$ cat src/rtl/inst_fetch_port_pkg.sv
// Shared types and constants for the instruction fetch port: FSM encoding,
// byte-count widths and the per-instruction byte count.
package inst_fetch_port_pkg;

  typedef enum logic {
    FetchIdle = 1'b0,
    FetchBusy = 1'b1
  } fetch_state_e;

  localparam int unsigned CntWidth     = 3;
  localparam int unsigned RcvWidth     = 2;
  localparam int unsigned BytesPerInst = 4;
  localparam int unsigned LaneBits     = 8 * (BytesPerInst - 1);

  localparam logic [CntWidth-1:0] IssueDone = 3'd4;
  localparam logic [RcvWidth-1:0] LastLane  = 2'd3;

  function automatic logic [CntWidth-1:0] cnt_inc(input logic [CntWidth-1:0] cnt);
    return cnt + 3'd1;
  endfunction

endpackage

$ cat src/rtl/inst_fetch_port_byte_assembler.sv
// Collects returning bytes into little-endian lanes; flags the cycle in which
// the final lane is on the bus so the top level can capture the full word.
module fetch_byte_assembler
  import inst_fetch_port_pkg::*;
#(
  parameter int unsigned DATA_WIDTH = 32
) (
  input  logic                  clk,
  input  logic                  rst,
  input  logic                  clear_i,
  input  logic                  pend_i,
  input  logic [7:0]            byte_i,
  output logic                  complete_o,
  output logic [DATA_WIDTH-1:0] word_o
);

  logic [LaneBits-1:0] lanes_q, lanes_d;
  logic [RcvWidth-1:0] rcv_cnt_q, rcv_cnt_d;

  // Lane 3 is never stored: it is forwarded straight into the captured word.
  assign complete_o = pend_i && !clear_i && (rcv_cnt_q == LastLane);
  assign word_o     = {byte_i, lanes_q};

  always_comb begin
    lanes_d   = lanes_q;
    rcv_cnt_d = rcv_cnt_q;
    if (clear_i) begin
      rcv_cnt_d = 2'd0;
    end else if (pend_i) begin
      case (rcv_cnt_q)
        2'd0:    lanes_d[7:0]   = byte_i;
        2'd1:    lanes_d[15:8]  = byte_i;
        2'd2:    lanes_d[23:16] = byte_i;
        default: lanes_d        = lanes_q;
      endcase
      rcv_cnt_d = rcv_cnt_q + 2'd1;
    end else begin
      rcv_cnt_d = rcv_cnt_q;
    end
  end

  always_ff @(posedge clk or posedge rst) begin
    if (rst) begin
      lanes_q   <= {LaneBits{1'b0}};
      rcv_cnt_q <= 2'd0;
    end else begin
      lanes_q   <= lanes_d;
      rcv_cnt_q <= rcv_cnt_d;
    end
  end

endmodule

$ cat src/rtl/inst_fetch_port.sv
// Instruction-memory port: fetches a word as four byte reads over an
// arbitrated 1-cycle bus and keeps the last word in a one-entry buffer.
module inst_fetch_port
  import inst_fetch_port_pkg::*;
#(
  parameter int unsigned ADDR_WIDTH = 32,
  parameter int unsigned DATA_WIDTH = 32
) (
  input  logic                  clk,
  input  logic                  rst,
  input  logic [ADDR_WIDTH-1:0] addr_i,
  input  logic                  flush_i,
  output logic [DATA_WIDTH-1:0] data_o,
  output logic                  busy_o,
  output logic                  done_o,
  output logic [ADDR_WIDTH-1:0] mem_addr_o,
  output logic                  mem_re_o,
  input  logic                  mem_grant_i,
  input  logic [7:0]            mem_data_i
);

  fetch_state_e          state_q, state_d;
  logic [ADDR_WIDTH-1:0] fa_q, fa_d;
  logic [CntWidth-1:0]   iss_cnt_q, iss_cnt_d;
  logic                  pend_q, pend_d;
  logic [ADDR_WIDTH-1:0] buf_addr_q, buf_addr_d;
  logic                  buf_valid_q, buf_valid_d;
  logic [DATA_WIDTH-1:0] data_q, data_d;
  logic                  done_q, done_d;

  logic                  hit_s;
  logic                  asm_clear_s;
  logic                  asm_complete_s;
  logic [DATA_WIDTH-1:0] asm_word_s;

  // busy_o looks only at addr_i and registered state, so IF cannot close a loop through it.
  assign hit_s       = buf_valid_q && (buf_addr_q == addr_i);
  assign busy_o      = (state_q != FetchIdle) || !hit_s;
  assign asm_clear_s = (state_q == FetchIdle) || flush_i;
  assign data_o      = data_q;
  assign done_o      = done_q;

  fetch_byte_assembler #(
    .DATA_WIDTH (DATA_WIDTH)
  ) u_asm (
    .clk        (clk),
    .rst        (rst),
    .clear_i    (asm_clear_s),
    .pend_i     (pend_q),
    .byte_i     (mem_data_i),
    .complete_o (asm_complete_s),
    .word_o     (asm_word_s)
  );

  always_comb begin
    mem_re_o   = 1'b0;
    mem_addr_o = {ADDR_WIDTH{1'b0}};
    if (state_q == FetchBusy) begin
      mem_re_o   = (iss_cnt_q < IssueDone);
      mem_addr_o = fa_q + ADDR_WIDTH'(iss_cnt_q);
    end else begin
      mem_re_o   = 1'b0;
      mem_addr_o = {ADDR_WIDTH{1'b0}};
    end
  end

  always_comb begin
    state_d     = state_q;
    fa_d        = fa_q;
    iss_cnt_d   = iss_cnt_q;
    pend_d      = 1'b0;
    buf_addr_d  = buf_addr_q;
    buf_valid_d = buf_valid_q;
    data_d      = data_q;
    done_d      = 1'b0;
    case (state_q)
      FetchIdle: begin
        if (!hit_s) begin
          fa_d      = addr_i;
          iss_cnt_d = 3'd0;
          state_d   = FetchBusy;
        end else begin
          state_d   = FetchIdle;
        end
      end
      FetchBusy: begin
        if (flush_i) begin
          // Flush beats a same-cycle lane-3 capture; the buffer keeps its old word.
          state_d   = FetchIdle;
          iss_cnt_d = 3'd0;
          pend_d    = 1'b0;
        end else begin
          if (mem_re_o && mem_grant_i) begin
            iss_cnt_d = cnt_inc(iss_cnt_q);
            pend_d    = 1'b1;
          end else begin
            pend_d    = 1'b0;
          end
          if (asm_complete_s) begin
            data_d      = asm_word_s;
            buf_addr_d  = fa_q;
            buf_valid_d = 1'b1;
            done_d      = 1'b1;
            state_d     = FetchIdle;
          end else begin
            state_d     = FetchBusy;
          end
        end
      end
      default: begin
        state_d = FetchIdle;
      end
    endcase
  end

  always_ff @(posedge clk or posedge rst) begin
    if (rst) begin
      state_q     <= FetchIdle;
      fa_q        <= {ADDR_WIDTH{1'b0}};
      iss_cnt_q   <= 3'd0;
      pend_q      <= 1'b0;
      buf_addr_q  <= {ADDR_WIDTH{1'b0}};
      buf_valid_q <= 1'b0;
      data_q      <= {DATA_WIDTH{1'b0}};
      done_q      <= 1'b0;
    end else begin
      state_q     <= state_d;
      fa_q        <= fa_d;
      iss_cnt_q   <= iss_cnt_d;
      pend_q      <= pend_d;
      buf_addr_q  <= buf_addr_d;
      buf_valid_q <= buf_valid_d;
      data_q      <= data_d;
      done_q      <= done_d;
    end
  end

endmodule

$ cat config.mk
export PLATFORM = sky130hd
export DESIGN_NAME = inst_fetch_port
export DESIGN_NICKNAME = d
export VERILOG_FILES = /design/src/rtl/inst_fetch_port_pkg.sv /design/src/rtl/inst_fetch_port_byte_assembler.sv /design/src/rtl/inst_fetch_port.sv
export SDC_FILE = /design/constraint.sdc
export NUM_CORES = 1
export LEC_CHECK = 0
export BUFFER_PORTS_ARGS = -buffer_cell sky130_fd_sc_hd__buf_4
export CORE_AREA = 2 2 120 122
export CTS_BUF_LIST = sky130_fd_sc_hd__clkbuf_8
export DETAILED_ROUTE_END_ITERATION = 8
export DIE_AREA = 0 0 122 124
export PLACE_DENSITY = 0.66
export SLEW_MARGIN = 10
export SYNTH_ARGS = -nofsm -noshare
export SYNTH_HDL_FRONTEND = slang
export SYNTH_SLANG_ARGS = --single-unit
$ cat constraint.sdc
create_clock -name clk -period 9.27 [get_ports clk]
set_input_delay 0.927 -clock clk [delete_from_list [all_inputs] [get_ports clk]]
set_output_delay 0.927 -clock clk [all_outputs]
set_load 0.01 [all_outputs]
# --- Yosys cells after proc, flatten, opt, wreduce, memory -nomap -nowiden ---
# Cells that the tools add are included.
word_totals:
  ff_bits: 129
  inputBits: 44
  output_inout_bits: 67
  elab_cells: 60
classes:
  n_addsub: 3
  order_cmp: 1
  eq_ne: 6
  muxes: 18
  n_bitwise: 4
  reduce_logical: 16
op_table:
  columns: ["op", "count"]
  rows:
  - ["$add A32 B3 Y32", 1]
  - ["$eq A32 B32 Y1", 1]
  - ["$mux W32", 1]
  - ["$reduce_and A3 Y1", 4]
  - ["$mux W1", 10]
  - ["$mux W3", 3]
  - ["$pmux W3 S2", 1]
  - ["$eq A2 B2 Y1 const B", 2]
  - ["$logic_and A1 B1 Y1", 4]
  - ["$mux W2", 2]
  - ["$not A1 Y1", 4]
  - ["$reduce_and A2 Y1", 2]
  - ["$add A3 B1 Y3 const B", 1]
  - ["$lt A3 B3 Y1 const B", 1]
  - ["$ne A3 B2 Y1 const B", 1]
  - ["$add A2 B1 Y2 const B", 1]
  - ["$eq A2 B1 Y1 const B", 1]
  - ["$logic_not A1 Y1", 2]
  - ["$logic_not A2 Y1", 1]
  - ["$logic_or A1 B1 Y1", 2]
  - ["$ne A2 B2 Y1 const B", 1]
  - ["$pmux W1 S2", 1]
  - ["$reduce_bool A2 Y1", 1]

# --- Depth between registers and ports, before layout ---
logic_depth:
  depth_word: 8
  depth_mapped: 9

# --- Modules after synthesis ---
# From an unflattened synthesis, not the netlist that was laid out.
hier_totals:
  hier_cells: 638
  area_unflattened_um2: 6463.7
by_module_without_submodules:
  columns: ["module", "n_inst", "cells_each", "area_each_um2", "seq_area_each_um2"]
  rows:
  - ["inst_fetch_port", 1, 564, 5310.1, 2577.5]
  - ["fetch_byte_assembler", 1, 74, 1153.6, 650.6]

# --- Worst setup path after synthesis ---
# Ideal clock, no wire load.
synth_path:
  path_kind: "register to output"
  from: "register iss_cnt_q[0]"
  to: "output mem_addr_o[14]"
  arrival_time_ps: 2230
  t_required_ps: 8343
  slack_ps: 6113
  stages_incl_launch_ff: 9
  n_path_buf: 0
  path_cell_list: "dfrtp_1 > ha_1 > inv_1 > fa_1 > nand2b_1 > a21oi_1 > nand2_1 > or3_1 > a21boi_0"
synth_via:
  elab_chain_len: 2
synth_lines:
  columns: ["element", "line", "text"]
  rows:
  - ["start, declared", "inst_fetch_port.sv:24", "logic [CntWidth-1:0] iss_cnt_q, iss_cnt_d;"]
  - ["start signal, assigned", "inst_fetch_port.sv:129", "iss_cnt_q <= iss_cnt_d;"]
  - ["$add A32 B3 Y32", "inst_fetch_port.sv:60", "mem_addr_o = fa_q + ADDR_WIDTH'(iss_cnt_q);"]
  - ["$mux W32", "inst_fetch_port.sv:58", "if (state_q == FetchBusy) begin"]
  - ["end, declared", "inst_fetch_port.sv:16", "output logic [ADDR_WIDTH-1:0] mem_addr_o,"]
# No other way between the ends.

# --- Worst setup path in the final report ---
# Same ends and word-level chain as after synthesis.

==> results.toml <==
[routing]
detail-route-antenna-nets = 0
drtPass1Iterations = 4
wl_per_cell_um = 17.08
vias_per_cell = 5.134
vias = 4015
initialDrtViolationCount = 259
drc_errors = 0
wl_um = 13350

[yosys]
yosysTopAreaCellShare_pct = 52.97
ys.flop_type = "dfrtp_1"
syn_nets = 529
synth_cell_types = 39
syn_avg_cell_area_um2 = 12.80
synthTopCellsByCount = "dfrtp_1, mux2_2, xnor2_1"
syn_inst = 476
synth_most_common_cell = "dfrtp_1"
synth_edf_count = 0
async_reset_ff_share_pct = 100.0
synth-warning-count = 0
synth_area_um2 = 6095
ys_seq_elements = 129
synth_top_cell_by_area = "dfrtp_1"
synth_seq_area_share_pct = 52.97
synth_area_leaders = "dfrtp_1, mux2_2, xnor2_1"

[global_routing]
grt_start_max_net_pins = 73
grt_pass1_vias = 4166
grt_use_total_pct = 18.80
grt_pass1_wl_um = 21200
grt_overflow = 0
antenna_found_initial = 0

[run_status]
run_status = "finished, final reports clean"

[timing]
rsz0062_at_grt = "false"
setup-tns-final_ns = 0
maxSlewViolCount = 0
tightestPinTransition_ns = 1.080
hold_viol = 0
fin_crit_ns = 4.050
fmax_mhz = 246.9
finalClockSkew_ns = 0.01081
setup_viol = 0
post-route-period-util_pct = 43.69
maxSlewHeadroom_pct = 27.98

[floorplan]
rows = 43
io_pins = 111
die_w_um = 122
core_region_area_um2 = 13720
dieHeight_um = 124
initial_core_util_pct = 44.42
die_area_um2 = 15130

[setup_path]
crit_buf_inv = 2
cp-end-kind = "output pin"
required_ns = 8.34
crit_slowest_cell = "or3_1"
crit_fanout = 9
cp-start-kind = "flip-flop"
worstPathCellList = "ha_1 > inv_1 > fa_1 > nand2b_1 > a21oi_1 > nand2_1 > or3_1 > a21boi_0 > buf_4"
r2r-start = "state_q$_DFF_PP0_"
critPathArrivalTime_ns = 3.12
criticalPathCategory = "reg2out"
critical_path.startpoint = "iss_cnt_q[0]$_DFFE_PP0P_"
slowest_delay_ns = 0.43
path_delay_family = "simple AND/OR/NAND/NOR gates"

[cells_and_area]
area_growth_pct = 23.01
fin_cells = 782
nets = 642
num_antenna_cells = 0
drive_above_1_share_pct = 44.68

[clock_network]
clk_pin_slew_ns = 0.08
postCtsResizedCells = 0
cts_max_level = 4
clock_path_buffers = 2
cts_setup_buffers = 0
cts_tree = "done"
cts-root-buf = "clkbuf_8"
numCtsBuffers = 17
insertion_delay_ns = 0.44
hold_buffers = 0
cts_sinks = 129

[min_path]
hp-start = "buf_valid_q$_DFFE_PP0P_"
hp-class = "reg2reg"

[placed_design]
place_inst = 750
dp_hpwl_um = 9392
io_buffers = 110
place_congestion = 0.8135

[power]
total_power_mw = 1.848
ir_drop_mv = 0.1196
p_leak_nw = 3.627
pwr_density_cell_nw_per_um2 = 246.4

[job]
max_cap_violations = 0
==> power breakdown <==
group | switching (mW) | internal, mW | total [mW]
Combinational | 0.241 | 0.323 | 0.564
Sequential | 0.140 | 0.665 | 0.805
Clock | 0.226 | 0.253 | 0.479
==> through the flow <==
stage | worst slack, ns | cell area [µm²] | utilization [%] | hold WS, ns
floorplan | 4.902 | 6095 | - | 0.4343
global placement | 5.695 | 7099 | 51.75 | 0.4597
detailed placement | 5.652 | 7099 | 51.75 | 0.4637
CTS | 5.173 | 7497 | 54.65 | 0.4883
global route | 4.959 | 7497 | 54.65 | 0.4950
finish | 5.220 | 7497 | 54.65 | 0.4843
==> worst register-to-register path: cells and delay by family (launching register included) <==
family | cells | cell delay, ns
simple gates | 2 | 1.43
flops | 1 | 1.06
mux | 1 | 0.63
==> registers in the layout (all words and copies together), names as in the netlist <==
signal and cells:
u_asm.rcv_cnt_q 2, buf_valid_q 1, iss_cnt_q 3, data_o 32, done_o 1, buf_addr_q 32
pend_q 1, u_asm.lanes_q 24, fa_q 32, state_q 1
==> final timing paths <==
path / slack (ns) / end / depth (start not counted)
setup / recovery: 5.22 / mem_addr_o[14] / 9
hold / removal: 0.48 / buf_valid_q$_DFFE_PP0P_ / 1
setup reg to reg: 6.04 / data_o[14]$_DFFE_PP0P_ / 3
hold reg to reg: 0.48 / buf_valid_q$_DFFE_PP0P_ / 1
max in group asynchronous: 7.27 / buf_addr_q[10]$_DFFE_PP0P_ / 3
min in group asynchronous: 0.58 / data_o[23]$_DFFE_PP0P_ / 2
==> per-layer routing <==
layer	vias up	track usage, %	routed length [µm]
li1	1870	-	-
met1	2039	22.04	5544
met2	92	31.70	6738
met3	14	7.234	826
met4	0	6.466	242
met5	-	0	0
==> area by class of cell <==
type,count,area [µm²]
clock buffers,19,261.5
inverters,10,40.04
well taps,180,225.2
fillers,1207,6222
repair buffers,112,840.8
flip-flops and latches,129,3228
multi-input cells,319,2765
clock inverters,13,136.4
==> cells in the final DEF, fill, tap and decap left out, types with 3 or more instances in the layout <==
cell        instances
dfrtp_1           129
o21ai_0             6
mux2_2            117
buf_4             112
nand2_1            19
a21boi_0            3
or3_1               4
and2_1             23
inv_1              10
a21oi_1             3
nor3_1              7
nor2b_1             9
clkinv_2            3
nand4_1             9
nor4_1              3
nand3_1            13
xnor2_1            37
nor2_1              7
clkbuf_8           19
ha_1                8
xor2_1             22
and3_1              3
and4_1              3
clkinvlp_4          3
nand2b_1            6
==> cell families (layout without fill, tap and decap cells) <==
group | count (synthesis) | after routing | synth area share (%)
AOI/OAI and AO/OA | 18 | 18 | 1.827
xor gates and xnor gates | 59 | 59 | 8.479
adders and majority gates | 9 | 9 | 1.971
buffers and inverters | 28 | 154 | 2.053
DFF | 129 | 129 | 52.97
muxes | 118 | 118 | 21.78
and+or+nand+nor | 115 | 115 | 10.92
Note: power is estimated with default switching activity, not from simulation.
